## src/rtl/pdm_audio_cic.sv

```systemverilog
// PDM microphone front end: PDM clock generation, 3rd-order CIC decimation to
// 16-bit signed PCM, and a valid/ready output stage with sticky overrun.
module pdm_audio_cic #(
  parameter int CLK_DIV        = 6,
  parameter int DECIM_LOG2     = 6,
  parameter int SETTLE_SAMPLES = 3
) (
  input  logic        i_clk,
  input  logic        i_reset,
  input  logic        i_enable,
  output logic        o_pdm_clk,
  input  logic        i_pdm_data_r,
  output logic [15:0] o_pcm_data,
  output logic        o_pcm_valid,
  input  logic        i_pcm_ready,
  output logic        o_overrun,
  input  logic        i_overrun_clr
);

  localparam int W = 3 * DECIM_LOG2 + 1;
  localparam logic [W-1:0]        MID     = {2'b01, {(W-2){1'b0}}};
  localparam logic signed [W-1:0] PCM_MAX = W'(32767);

  typedef enum logic [1:0] {IDLE, SETTLE, RUN} state_t;

  state_t                state;
  logic [7:0]            div_cnt;
  logic [7:0]            settle_cnt;
  logic [DECIM_LOG2-1:0] dec_cnt;
  logic [W-1:0]          int1, int2, int3;
  logic [W-1:0]          cap, dly0, comb1, dly1, comb2, dly2, comb3;
  logic                  cap_v, v1, v2, v3;

  logic                  clear;
  logic                  div_last;
  logic                  strobe;
  logic                  frame_end;
  logic                  deliver;
  logic [W-1:0]          int1_n, int2_n, int3_n;
  logic signed [W-1:0]   s_full, s_shift;
  logic [15:0]           pcm_sat;

  assign clear     = i_reset || !i_enable;
  assign div_last  = (div_cnt == 8'(CLK_DIV - 1));
  // The falling PDM edge is the midpoint of the pad's stable window.
  assign strobe    = div_last && o_pdm_clk;
  assign frame_end = strobe && (dec_cnt == '1);
  assign deliver   = v3 && (state == RUN);

  // NOTE: every variable written in always_comb gets a value on every path,
  // otherwise synthesis infers a latch to hold the old value.
  always_comb begin
    int1_n  = int1 + W'(i_pdm_data_r);
    int2_n  = int2 + int1_n;
    int3_n  = int3 + int2_n;
    s_full  = $signed(comb3 - MID);
    s_shift = s_full >>> (W - 17);
    pcm_sat = (s_shift > PCM_MAX) ? 16'h7fff : s_shift[15:0];
  end

  // NOTE: sequential state uses non-blocking assignments so every register
  // samples pre-edge values, independent of statement order.
  always_ff @(posedge i_clk) begin
    if (clear) begin
      // NOTE: the synchronous clear covers every register, including the comb
      // delay lines, so a restart never leaks a stale partial frame.
      state       <= IDLE;
      div_cnt     <= '0;
      settle_cnt  <= '0;
      dec_cnt     <= '0;
      o_pdm_clk   <= 1'b0;
      int1        <= '0;
      int2        <= '0;
      int3        <= '0;
      cap         <= '0;
      cap_v       <= 1'b0;
      dly0        <= '0;
      comb1       <= '0;
      v1          <= 1'b0;
      dly1        <= '0;
      comb2       <= '0;
      v2          <= 1'b0;
      dly2        <= '0;
      comb3       <= '0;
      v3          <= 1'b0;
      o_pcm_data  <= '0;
      o_pcm_valid <= 1'b0;
    end else begin
      if (div_last) begin
        div_cnt   <= '0;
        o_pdm_clk <= !o_pdm_clk;
      end else begin
        div_cnt <= div_cnt + 8'd1;
      end

      if (strobe) begin
        int1    <= int1_n;
        int2    <= int2_n;
        int3    <= int3_n;
        dec_cnt <= dec_cnt + 1'b1;
      end

      cap_v <= frame_end;
      if (frame_end) cap <= int3_n;

      v1 <= cap_v;
      if (cap_v) begin
        comb1 <= cap - dly0;
        dly0  <= cap;
      end
      v2 <= v1;
      if (v1) begin
        comb2 <= comb1 - dly1;
        dly1  <= comb1;
      end
      v3 <= v2;
      if (v2) begin
        comb3 <= comb2 - dly2;
        dly2  <= comb2;
      end

      case (state)
        IDLE: begin
          settle_cnt <= '0;
          state      <= (SETTLE_SAMPLES == 0) ? RUN : SETTLE;
        end
        SETTLE: begin
          if (v3) begin
            if (settle_cnt == 8'(SETTLE_SAMPLES - 1)) state <= RUN;
            else settle_cnt <= settle_cnt + 8'd1;
          end
        end
        RUN:     state <= RUN;
        default: state <= IDLE;
      endcase

      // A landing sample always wins over a same-cycle acceptance.
      if (deliver) begin
        o_pcm_data  <= pcm_sat;
        o_pcm_valid <= 1'b1;
      end else if (o_pcm_valid && i_pcm_ready) begin
        o_pcm_valid <= 1'b0;
      end
    end
  end

  // Overrun survives an enable drop so software can still observe it.
  always_ff @(posedge i_clk) begin
    if (i_reset) o_overrun <= 1'b0;
    else if (!clear && deliver && o_pcm_valid && !i_pcm_ready) o_overrun <= 1'b1;
    else if (i_overrun_clr) o_overrun <= 1'b0;
  end

endmodule

```

## config.mk

```make
export PLATFORM = sky130hd
export DESIGN_NAME = pdm_audio_cic
export DESIGN_NICKNAME = d
export VERILOG_FILES = /design/src/rtl/pdm_audio_cic.sv
export SDC_FILE = /design/constraint.sdc
export NUM_CORES = 1
export LEC_CHECK = 0
export CELL_PAD_IN_SITES_DETAIL_PLACEMENT = 1
export CELL_PAD_IN_SITES_GLOBAL_PLACEMENT = 2
export CORE_ASPECT_RATIO = 1.5
export CORE_MARGIN = 3
export CORE_UTILIZATION = 30
export CTS_BUF_LIST = sky130_fd_sc_hd__clkbuf_16
export CTS_CLUSTER_SIZE = 14
export DETAILED_ROUTE_END_ITERATION = 6
export DONT_BUFFER_PORTS = 1
export PLACE_DENSITY_LB_ADDON = 0.1
export SETUP_SLACK_MARGIN = 0.3
export SLEW_MARGIN = 20
export SYNTH_ARGS = -nofsm -noshare
export SYNTH_HDL_FRONTEND = slang
export SYNTH_SLANG_ARGS = --single-unit
```

## constraint.sdc

```tcl
create_clock -name i_clk -period 6.5 [get_ports i_clk]
set_clock_uncertainty 0.1 [all_clocks]
set_input_delay 1.3 -clock i_clk [delete_from_list [all_inputs] [get_ports i_clk]]
set_output_delay 1.3 -clock i_clk [all_outputs]
set_load 0.005 [all_outputs]
```

## Word-level counts from Yosys, hierarchy flattened

Index checks and enable logic that the tools add are counted.

| operators by class | value |
|---|---|
| $add $sub $neg | 10 |
| $lt $le $gt $ge | 1 |
| eq/ne operators | 8 |
| muxes and demuxes | 11 |
| reduce and logical (&&, ||, !) cells | 19 |

Operators by type and width:

| cell | count |
|---|---|
| subtractor 19 bit | 3 |
| adder 19 bit | 2 |
| adder 19 x 1 -> 19 bit | 1 |
| subtractor 19 x 18 -> 19 bit, second input constant | 1 |
| > comparator 17 x 16 -> 1 bit, second input constant | 1 |
| adder 8 x 1 -> 8 bit, second input constant | 2 |
| two-way mux 16 bit | 1 |
| two-way mux 8 bit | 2 |
| case mux 8 bit (2 select lines) | 1 |
| equality test 8 x 2 -> 1 bit, second input constant | 1 |
| equality test 8 x 3 -> 1 bit, second input constant | 1 |
| logical AND 1 bit | 7 |
| adder 6 x 1 -> 6 bit, second input constant | 1 |
| equality test 6 bit, second input constant | 1 |
| inequality test 2 bit, second input constant | 3 |
| case mux 2 bit (3 select lines) | 1 |
| nonzero test 2 bit | 3 |
| zero test 1 bit | 4 |
| two-way mux 1 bit | 4 |
| two-way mux 2 bit | 2 |
| AND reduction 3 bit | 1 |
| equality test 2 x 1 -> 1 bit, second input constant | 1 |
| equality test 2 bit, second input constant | 1 |
| zero test 2 bit | 1 |
| 3 further kinds | 3 |

| word-level totals | value |
|---|---|
| flip-flop bits (word level) | 237 |
| logic and storage cells | 71 |

## Logic depth before layout (Yosys ltp)

| logic depth | value |
|---|---|
| depth in word-level cells | 7 |
| mapped depth | 24 |

## Worst setup path after synthesis

Ideal clock, no wire load.

| timing | value |
|---|---|
| path kind | input port to flip-flop |
| start point | input i_pdm_data_r |
| end point | register int3[18] |
| library setup time | 0.070 ns |
| arrival time | 5.235 ns |
| data required time | 6.330 ns |
| path slack | 1.095 ns |
| stages | 24 |
| cell sequence | ha_1 ha_1 nand3_4 nor3_4 nand3_1 xnor2_1 ha_1 a21oi_1 nor2b_1 o21ai_0 nand2_1 a31oi_1 nor2b_1 xnor2_1 ha_1 clkbuf_1 a21o_1 a21oi_1 o21ai_0 a21o_1 a31oi_2 xnor2_1 or3_1 a21oi_1 |

| between the ends | value |
|---|---|
| cells in the longest elaborated chain, start to end | 3 |

RTL lines:

| what | RTL line | text |
|---|---|---|
| start, declared | 12 | `input logic i_pdm_data_r,` |
| adder 19 x 1 -> 19 bit | 53 | `int1_n = int1 + W'(i_pdm_data_r);` |
| via int1_n[10] | 39 | `logic [W-1:0] int1_n, int2_n, int3_n;` |
| adder 19 bit | 54 | `int2_n = int2 + int1_n;` |
| via int2_n[13] | 39 |  |
| adder 19 bit | 55 | `int3_n = int3 + int2_n;` |
| end signal, assigned | 99 | `int3 <= int3_n;` |
| end, declared | 30 | `logic [W-1:0] int1, int2, int3;` |

The timed path passes the listed nets, and every way through them passes these cells.
A chain may end at the register's enable or synchronous reset.

## Worst setup path in the final report

Same ends and word-level chain as after synthesis.

==> run summary <==
Die width: 177.1 µm
Clock power share: 50.1%
Synth Cell Area: 13170 µm²
Hold Slack: 0.3619 ns
Critical Path Source Type: input pin
Clock sink total: 235
Half-perimeter wire length after placement: 23950 µm
Post-CTS Hold Fix Bufs: 0
Final RePlAce weighted congestion: 0.7685
Worst-Skew Late Latency: 0.57 ns
Crit-path max FO: 9
Initial antenna violation count: 0
TNS Setup: 0 ns
Initial Util: 30.50%
R2R cell count: 23
Diode count: 0
Period Utilization, post-route: 82.26%
Worst VDD drop: 180.0 µV
CTS max path bufs: 3
Leading area contributor after synthesis: dfxtp_1
Max Clk Rate: 187.0 MHz
CTS root buffer: clkbuf_16
Layout area overhead: 10.59%
Row count: 93
Routed WL: 33390 µm
Drt pass-1 iters: 4
Status: finished clean
Dominant cells by area after synthesis: dfxtp_1, ha_1, mux2i_1
Critical R2R Launch: int1[0]
Worst Hold Class: flop to flop
GRT overflow: 0
Synth top cells by count: dfxtp_1, nor2_1, nand2_1, a21oi_1, ha_1
Switching Share: 22.24%
Yosys top cell area share: 35.73%
Psw: 661.9 µW
Die Height: 262.6 µm
IO Port Bufs: 0
Leakage: 0.005450 µW
Required time worst endpoint: 6.89 ns
Primary FF master, synth: dfxtp_1
Crit path top cell by count: ha_1
Per-cell routed wire length: 15.87 µm
Slowest CP cell: nor3_4
CORE AREA: 43170 µm²
CP Cell Sequence: ha_1 > ha_1 > nand3_4 > nor3_4 > nand3_1 > xnor2_1 > ha_1 > a21oi_1 > nor2b_1 > o21ai_0 > nand2_1 > a31oi_1 > nor2b_1 > xnor2_1 > ha_1 > a21o_1 > a21oi_1 > o21ai_0 > a21o_1 > a31oi_2 > xnor2_1 > or3_1 > a21oi_1
Crit end category: flop
Post-layout util: 33.73%
Post-route insts no fill: 2104
Number of global-route vias before repair: 10940
Flop pwr share: 48.5%
Pin count of the biggest net entering global routing: 81
Number of enable flip-flop cells after synthesis: 0
Fin crit period: 5.347 ns
Most numerous cell in the Yosys netlist: dfxtp_1
CTS H-Tree Depth: 1
Final slew viol count: 0
Critical Path AT: 5.74 ns
Slowest stage delay, CP: 0.38 ns
First-pass GRT wire length: 55550 µm
Die area: 46490 µm²
Register area share after synthesis: 35.73%
DP Cell Count: 2058
Initial DRC Count: 320
Seq cells post-synth: 235
Synth Net Count: 1654
Comb pwr share: 1.4%
Setup bufs post-CTS: 0
Relative slew margins: 39.68%
Gates resized, CTS repair: 0
WP buf/inv: 0
CTS tree: built
Post-synthesis cell type count: 82
CP delay by family, top: compound AO/OA/AOI/OAI gates
RSZ-0062 raised after global routing: false
Final hold violation count: 0
Crit. path cell count: 23
Clk slew on worst S/H paths: 0.06 ns
Internal power: 2314 µW
Max-Cap Viols: 0
Total CTS buffers: 27
Syn Area/Cell: 8.555 µm²
Fin nets: 1632
Total track usage: 14.34%
Vias/cell: 4.948
Worst R2R End: int3[18]
Layout cells sized above 1: 6.258%
Total power: 2976 µW
Final setup viols: 0
PwrDens: 204.4 nW/µm²
Synth Warn #: 0
Critical Path End: int3[18]
Filler Cells Inserted: 5117
Routed vias: 10410
Cells after Synth: 1539
Routed Antenna Nets: 0
Worst Setup SP: i_pdm_data_r
WS Path Type: input pin to flop
Ys async rst share: 0%
R2R Setup Slk: 1.57 ns
Drt drc: 0
Num ports: 25
Worst-Margin Slew: 0.9048 ns
==> cells by family (layout without fill, tap and decap cells) <==
logic type | after synthesis | after routing | synth area share, %
buffers and inverters | 141 | 136 | 4.200
and+or+nand+nor | 513 | 513 | 18.16
DFF | 235 | 235 | 35.73
adders and majority gates | 109 | 109 | 10.59
muxes | 85 | 85 | 6.472
xor gates and xnor gates | 119 | 119 | 8.135
AOI/OAI and AO/OA | 337 | 337 | 16.72
==> through the flow <==
step | area (µm²) | setup WS, ns
floorplan | 13170 | 1.095
global placement | 13720 | 0.5608
global route | 14560 | 0.6371
detailed placement | 13720 | 0.5165
CTS | 14560 | 1.113
finish | 14560 | 1.153
==> metal layers <==
metal | global-route usage, % | wire [µm]
met4 | 5.249 | 1109
met1 | 14.93 | 13360
met5 | 0 | 0
met3 | 1.778 | 746
met2 | 28.53 | 18170
==> power groups by stage <==
stage / combinational [µW] / clock [µW] / sequential [µW]
final: 42.0 / 1490 / 1440
after global routing: 47.7 / 1620 / 1440
after CTS: 44.1 / 1570 / 1440
after detailed placement: 43.7 / 0 / 1480
after global placement: 43.5 / 0 / 1480
after floorplan: 30.3 / 0 / 1470
==> placed cells by master (no fill, tap or decap), types with 55 or more instances in the layout <==
master,Yosys,routed
a21oi_1,121,121
xnor2_1,61,61
inv_1,80,84
mux2i_1,84,84
dfxtp_1,235,232
xor2_1,55,55
nor2_1,191,191
o21ai_0,56,56
ha_1,105,105
nand2_1,155,154
==> worst min-delay path by stage <==
stage | end | cells past startpoint | slack (ns) | from
2_1_floorplan | int3[16] | 2 | 0.33 | int3[16]
3_3_place_gp | int1[0] | 2 | 0.35 | int1[0]
3_5_place_dp | int2[14] | 2 | 0.36 | int2[14]
4_1_cts | int2[14] | 2 | 0.36 | int2[14]
5_1_grt | int3[0] | 2 | 0.38 | int3[0]
6_report | int2[10] | 2 | 0.36 | int2[10]
==> worst register-to-register path: stages (launching register included) <==
cell	delay, ns
dfxtp_1	0.33
ha_1	0.18
ha_1	0.27
nand3_4	0.14
nor3_4	0.38
nand3_1	0.18
xnor2_1	0.15
ha_1	0.34
a21oi_1	0.15
nor2b_1	0.06
o21ai_0	0.16
nand2_1	0.07
a31oi_1	0.28
nor2b_1	0.20
xnor2_1	0.16
ha_1	0.36
a21o_1	0.22
a21oi_1	0.13
o21ai_0	0.10
a21o_1	0.19
a31oi_2	0.19
xnor2_1	0.10
or3_1	0.31
a21oi_1	0.14
==> layout make-up <==
| type | instances | area (µm²) | share of cell area [%] |
|---|---|---|---|
| Clock buffer | 27 | 675.6 | 4.640 |
| Clock inverter | 19 | 160.2 | 1.100 |
| Inverter | 80 | 300.3 | 2.062 |
| Multi-Input combinational cell | 1163 | 7928 | 54.45 |
| Sequential cell | 235 | 4708 | 32.34 |
| Tap cell | 570 | 713.2 | 4.898 |
| Timing Repair Buffer | 10 | 75.07 | 0.5156 |
(Power assumes the default switching activity.)
